==> config.mk <==
export PLATFORM = sky130hd
export DESIGN_NAME = fetch_queue
export DESIGN_NICKNAME = d
export VERILOG_FILES = /design/src/rtl/fetch_queue.sv
export SDC_FILE = /design/constraint.sdc
export NUM_CORES = 1
export LEC_CHECK = 0
export ABC_AREA = 1
export ABC_CLOCK_PERIOD_IN_PS = 5590
export BUFFER_PORTS_ARGS = -buffer_cell sky130_fd_sc_hd__buf_4
export CORE_MARGIN = 8
export CORE_UTILIZATION = 55
export DETAILED_ROUTE_END_ITERATION = 10
export PLACE_DENSITY = 0.75
export SYNTH_ARGS = -nofsm -noshare
export SYNTH_HDL_FRONTEND = slang
export SYNTH_SLANG_ARGS = --single-unit
==> constraint.sdc <==
create_clock -name clk -period 5.59 [get_ports clk]
set_input_delay 1.118 -clock clk [delete_from_list [all_inputs] [get_ports clk]]
set_output_delay 1.118 -clock clk [all_outputs]
set_load 0.05 [all_outputs]
==> src/rtl/fetch_queue.sv <==
// Prefetch FIFO of {pc, instruction} pairs between a registered instruction memory and decode.
// Latency: request in cycle N, response enqueued at end of N+1, head visible in N+2; 1 instr/cycle steady state.
// Backpressure: stall holds the head; requests stop once queued plus in-flight entries reach DEPTH.
module fetch_queue #(
    parameter int              XLEN     = 32,
    parameter int              DEPTH    = 4,
    parameter logic [XLEN-1:0] RESET_PC = '0
) (
    input  logic                       clk,
    input  logic                       reset,
    input  logic                       stall,
    input  logic                       redirect,
    input  logic [XLEN-1:0]            redirect_pc,
    output logic                       imem_req,
    output logic [XLEN-1:0]            imem_addr,
    input  logic [XLEN-1:0]            imem_rdata,
    output logic                       inst_valid,
    output logic [XLEN-1:0]            inst,
    output logic [XLEN-1:0]            inst_pc,
    output logic [$clog2(DEPTH+1)-1:0] count,
    output logic                       full,
    output logic                       empty
);
    localparam int PTR_W = $clog2(DEPTH);
    localparam int CNT_W = $clog2(DEPTH+1);

    logic [XLEN-1:0]  inst_q [DEPTH];
    logic [XLEN-1:0]  pc_q   [DEPTH];
    logic [PTR_W-1:0] wr_ptr;
    logic [PTR_W-1:0] rd_ptr;
    logic [CNT_W-1:0] cnt;
    logic             inflight;
    logic [XLEN-1:0]  fetch_pc;
    logic [XLEN-1:0]  req_pc;
    logic [CNT_W:0]   occupancy;
    logic             enq;
    logic             deq;

    // Counting the in-flight request as occupied guarantees its response always has a slot.
    assign occupancy  = {1'b0, cnt} + {{CNT_W{1'b0}}, inflight};
    assign imem_req   = !reset && !redirect && (occupancy < (CNT_W+1)'(DEPTH));
    assign imem_addr  = fetch_pc;

    assign empty      = (cnt == '0);
    assign full       = (cnt == CNT_W'(DEPTH));
    assign count      = cnt;
    assign inst_valid = !empty;
    assign inst       = inst_q[rd_ptr];
    assign inst_pc    = pc_q[rd_ptr];

    // A response landing in a redirect cycle belongs to the abandoned path.
    assign enq = inflight && !reset && !redirect;
    assign deq = inst_valid && !stall && !redirect && !reset;

    always_ff @(posedge clk) begin
        if (reset) begin
            fetch_pc <= RESET_PC;
            req_pc   <= RESET_PC;
            wr_ptr   <= '0;
            rd_ptr   <= '0;
            cnt      <= '0;
            inflight <= 1'b0;
        end else begin
            inflight <= imem_req;
            if (imem_req) begin
                req_pc <= fetch_pc;
            end
            if (redirect) begin
                fetch_pc <= {redirect_pc[XLEN-1:2], 2'b00};
                wr_ptr   <= '0;
                rd_ptr   <= '0;
                cnt      <= '0;
            end else begin
                if (imem_req) begin
                    fetch_pc <= fetch_pc + XLEN'(4);
                end
                if (enq) begin
                    wr_ptr <= wr_ptr + PTR_W'(1);
                end
                if (deq) begin
                    rd_ptr <= rd_ptr + PTR_W'(1);
                end
                case ({enq, deq})
                    2'b10:   cnt <= cnt + CNT_W'(1);
                    2'b01:   cnt <= cnt - CNT_W'(1);
                    default: cnt <= cnt;
                endcase
            end
            assert (!(enq && full)) else $error("fetch_queue: enqueue into full queue");
        end
    end

    always_ff @(posedge clk) begin
        if (enq) begin
            inst_q[wr_ptr] <= imem_rdata;
            pc_q[wr_ptr]   <= req_pc;
        end
    end
endmodule

=== Word level (Yosys, flattened, before mapping) ===
Memory sizes are Yosys's and may differ from the RTL's. A register that Yosys moved wholly into a read port is not among the register bits.
Index checks and enable logic that the tools add are counted.

* Word-level logic and storage cells: 43
* Bits in registers: 72
* Bits in writable memories: 256
* Memories kept: 2
* Output and inout port bits: 103

* Equality and inequality tests: 3
* Reduce and logical (&&, ||, !) cells: 15
* Add/sub/neg operators: 6
* Mux-type cells: 9
* $lt $le $gt $ge: 1

{| class="wikitable"
|+ Memory list
! name !! depth !! bits a word !! rd ports !! clocked after memory_dff !! wr ports !! line !! RTL
|-
| inst_q || 4 || 32 || 1 || 1 || 1 || 27 || <nowiki>logic [XLEN-1:0] inst_q [DEPTH];</nowiki>
|-
| pc_q || 4 || 32 || 1 || 1 || 1 || 28 || <nowiki>logic [XLEN-1:0] pc_q [DEPTH];</nowiki>
|}

{| class="wikitable"
|+ Operator list
! cell !! number
|-
| 2-to-1 mux 32 bit || 2
|-
| adder 32 x 3 -> 32 bit, second input constant || 1
|-
| 2-to-1 mux 2 bit || 4
|-
| logical AND 1 bit || 7
|-
| case mux 3 bit (2 select lines) || 1
|-
| adder 2 x 1 -> 2 bit, second input constant || 2
|-
| adder 3 x 1 -> 4 bit || 1
|-
| logical NOT 1 bit || 4
|-
| < comparator 4 x 3 -> 1 bit, second input constant || 1
|-
| nonzero test 2 bit || 2
|-
| adder 3 x 1 -> 3 bit, second input constant || 1
|-
| == test 3 bit, second input constant || 1
|-
| logical NOT 3 bit || 1
|-
| subtractor 3 x 1 -> 3 bit, second input constant || 1
|-
| == test 2 x 1 -> 1 bit, second input constant || 1
|-
| == test 2 bit, second input constant || 1
|-
| 2-to-1 mux 1 bit || 2
|-
| OR reduction 2 bit || 1
|}

=== Logic depth before layout (Yosys ltp) ===
* Word-level depth: 7
* Gate-level depth with buffers: 11
* Gate-level depth less buffers: 10

=== Worst setup path after synthesis ===
OpenSTA, ideal clock, no wires.

* Kind: input -> register
* Start point: input reset
* End point: memory inst_q[0][0] (enable)
* Data arrival time: 4.140 ns
* Path slack: 0.968 ns
* Stages on the path: 4
* Path through: buf_6 nor2_4 nand2_1 nor2_1

* Longest elaborated chain between the ends: 5

{| class="wikitable"
|+ Ends and longest elaborated chain
! item !! line !! RTL
|-
| start, declared || 10 || <nowiki>input logic reset,</nowiki>
|-
| logical NOT 1 bit || 52 || <nowiki>assign enq = inflight && !reset && !redirect;</nowiki>
|-
| logical AND 1 bit (2 in series) || 52 ||
|-
| 2-to-1 mux 1 bit || 94 || <nowiki>if (enq) begin</nowiki>
|-
| 2-to-1 mux 1 bit (implied by the code) || 95 || <nowiki>inst_q[wr_ptr] <= imem_rdata;</nowiki>
|-
| end, declared || 27 ||
|}

No other way between the ends.

==> impl_summary.md <==
Layout
In the layout the commonest cells are 248 x edfxtp_1, 200 x nor2_1, 174 x buf_4. The net total in the final layout is 1396. The fraction of final layout cells sized beyond drive strength 1 is 18.8%. After routing the design area is 15300 um^2.

The area growth from synthesis to layout is 19.3%. The repair_antennas step left the layout with diodes totalling 0. The most common library cell in the layout ignoring fill and taps is edfxtp_1.

STA
Clock skew on the completed layout was measured at 0.0137 ns. Measured against its own limit, the worst slew margin works out to 28.9%. Setup violations remaining at the end of the flow were counted as 0. The post-route minimum period is 3.77 ns. The summed negative setup slack over all endpoints is 0 ns. The number of endpoints with negative hold slack in the final report is 0. The transition time of the tightest slew-check pin is 1.07 ns. The final max-slew violation count is 0. Setup repair after global routing left no endpoint under its margin. The highest clock frequency the design can meet is 0.266 GHz. The final critical path takes up 67.4% of the cycle.

GRT
The met2 layer usage reported by global route is 32.1%. The initial antenna violation count is 0. In the global route stage, overall resource usage came out at 19.7%. The via count of the first global-routing pass was 8808. Entering global routing, the biggest net connects 78 pins. Global routing used 26.5% of the available met1 tracks. The layer with the highest usage after global routing is met2.

In the global route stage, met3 resource usage came out at 3.80%. The global-route wire length before repair is 45400 um. The total overflow left after global routing is 0.

Route
The ratio of routed vias to standard cells is 5.43. Dividing the detail-routed wire length by the instance count gives 17.3 um. After the first detailed-routing iteration, the DRC count stood at 860. The DRC violation count after routing is 0.

The remaining antenna violation count after routing is 0. The length of the first detailed-routing pass in iterations is 5. After detailed routing, the total wire length is 28900 um.

The total number of vias is 9041.

Critical path
The category of the worst setup path capture point is an output port. The start-to-end type of the worst setup path is reg -> out. The worst register-to-register path ends at imem_addr[8]$_SDFFE_PP0P_. The number of cells on the worst reg-to-reg path is 9. The element type at the critical path start is a register. The data arrival time of the critical path is 2.65 ns. The top fanout value on the critical path is 77. The number of buffers and inverters on the critical path is 2.

The largest individual stage delay along the critical path comes from the cell dfxtp_4. On the worst path, the slowest cell contributes a delay of 0.84 ns. The register-to-register path setup slack is 3.31 ns.

The startpoint identified for the worst register-to-register timing path is count[0]$_SDFFE_PN0P_. The critical path required time is 4.47 ns. Grouping stages by cell kind, the critical path spends the most delay in flip-flops. The cell that appears most often on the critical path is buf_4. Traced cell by cell, the critical path runs through buf_4 -> o21ai_0 -> o22ai_1 -> buf_4.

Yosys
The netlist uses 33 different library cells. The count of state elements after synthesis is 318. The cell count after synthesis came out at 1176. Yosys printed 0 warnings.

Of the synthesized area, sequential elements account for 68.8%. The post-synthesis instance area is 12900 um^2. Averaged over all synthesized cells, the footprint is 10.9 um^2.

Clock tree
The tree is rooted in a clkbuf_16. The number of buffers inserted by post-CTS setup repair is 0. The TritonCTS clock tree is done. The number of buffers added to fix hold violations after cts is 0. In this run, CTS created clock tree buffers numbering 31.

The number of levels in the clock H-tree is 1. Once the clock tree was built, the resizer swapped 0 gates to a different size. The clock passes through at most 3 buffers. The tree built by TritonCTS fans out to 318 sinks. The clock input transition at the sequential cells of the worst setup and hold paths is 0.06 ns. The clock insertion delay at the later pin of the skew report is 0.55 ns.

Min path
The worst hold path begins at rd_ptr[1]$_SDFFE_PN0P_. The path class of the lowest-slack min-delay path is reg -> reg. Counting instances, the worst hold path has a depth of 2.

Power
Power spread over the standard cell area amounts to 326 nW/um^2. Per report_power, the combinational group accounts for 5.9% of the total. The peak supply drop is 0.215 mV. The switching part of the total is 22.3%. The analysis attributes to cell leakage a power of 5.76 nW.

In this run the power spent charging and discharging nets is 0.00112 W. The internal power of the cells totals 0.00389 W. Of the total power, registers draw 52.6%. The share of total power dissipated in the clock network is 41.5%.

Floorplan
The initial standard-cell utilization of the core is 55.5%. The number of placed I/O pins is 171. The floorplan step defined a die boundary enclosing 28500 um^2.

The total number of placement rows is 56. The floorplan die width is 169 um. The area of the core is 23200 um^2. The die extent in y is 169 um.

Placed design
The final weighted congestion in routability-driven placement is 0.879. After detailed placement, the total cell area comes to 14300 um^2. Input and output buffers added on the ports amount to 164. Detailed placement ended at an HPWL of 17600 um.

Flow run
Across the run, the number of max-cap violations was 0.

Run status
The run finished with clean final reports.
per-stage QoR:
stage | setup slack, ns | instances | power, W | hold WS [ns] | util, %
final | 1.82 | 1665 | 0.00500 | 0.464 | 66.2
after global routing | 1.62 | 1665 | 0.00516 | 0.512 | 66.2
after CTS | 1.81 | 1665 | 0.00503 | 0.464 | 66.2
after detailed placement | 2.11 | 1607 | 0.00297 | 0.454 | 61.7
after global placement | 2.13 | 1607 | 0.00296 | 0.445 | 61.7
after floorplan | 0.968 | 1179 | 0.00286 | 0.436 | -
flip-flops by register name, indices dropped and copies added (netlist names), named ones only:
name	count
inst_q	128
pc_q	120
imem_addr	30
req_pc	30
count	3
rd_ptr	2
wr_ptr	2
inflight	1
worst max path at each step:
stage	slack (ns)	from	cells after the start	endpoint
final	1.82	register	4	inst[2]
after detailed placement	2.11	reset	5	inst_q[1][11]$_DFFE_PP_
after floorplan	0.97	reset	4	inst_q[0][0]$_DFFE_PP_
after CTS	1.81	register	4	inst[1]
after global placement	2.13	reset	5	inst_q[1][11]$_DFFE_PP_
after global routing	1.62	register	4	inst[3]
power by group through the flow:
stage	Sequential (W)	Clock [W]	Combinational [W]
2_1_floorplan	0.00271	0	0.000143
3_3_place_gp	0.00268	0	0.000287
3_5_place_dp	0.00268	0	0.000293
4_1_cts	0.00263	0.00211	0.000294
5_1_grt	0.00263	0.00221	0.000319
6_report	0.00263	0.00208	0.000294
cell type report:
cell class	count	area [um^2]
clock buffers	37	862
clock inverters	21	188
fillers	1785	7840
inverters	89	337
multi-input cells	706	3380
flip-flops and latches	318	8850
well taps	319	399
repair buffers	175	1330
layer usage:
metal / wire length, um / share of wire (%)
met2: 13500 / 47
met1: 12500 / 43
met5: 0 / 0
met3: 2320 / 8.0
met4: 497 / 1.7
synthesized netlist by cell type (all sizes together):
cell / instances / area (um^2)
edfxtp: 248 / 7450
nor2: 216 / 851
o21ai: 163 / 816
nand2: 124 / 470
inv: 88 / 330
dfxtp: 70 / 1400
o22ai: 62 / 388
nand3: 54 / 275
clkbuf: 38 / 143
a21oi: 34 / 170
buf: 28 / 194
nor3: 17 / 90.1
nand4: 7 / 43.8
ha: 6 / 75.1
a211oi: 5 / 37.5
nand3b: 4 / 30.0
xor2: 4 / 35.0
o211ai: 2 / 15.0
a21boi: 1 / 7.51
a22oi: 1 / 7.51
a31oi: 1 / 6.26
clkinv: 1 / 5.00
conb: 1 / 3.75
fa: 1 / 20.0
kinds of logic after synthesis:
kind of cell               share of synthesized area, %
AOI/OAI and AO/OA                                  11.3
xor gates and xnor gates                          0.272
adders and majority gates                         0.739
buffers and inverters                              5.22
DFF                                                68.8
other                                            0.0292
and+or+nand+nor                                    13.7
worst min-delay path, cell delays in order, from the launching register on:
cell,delay [ns]
dfxtp_1,0.30
inv_1,0.05
a21oi_1,0.07
(Power assumes the default switching activity.)
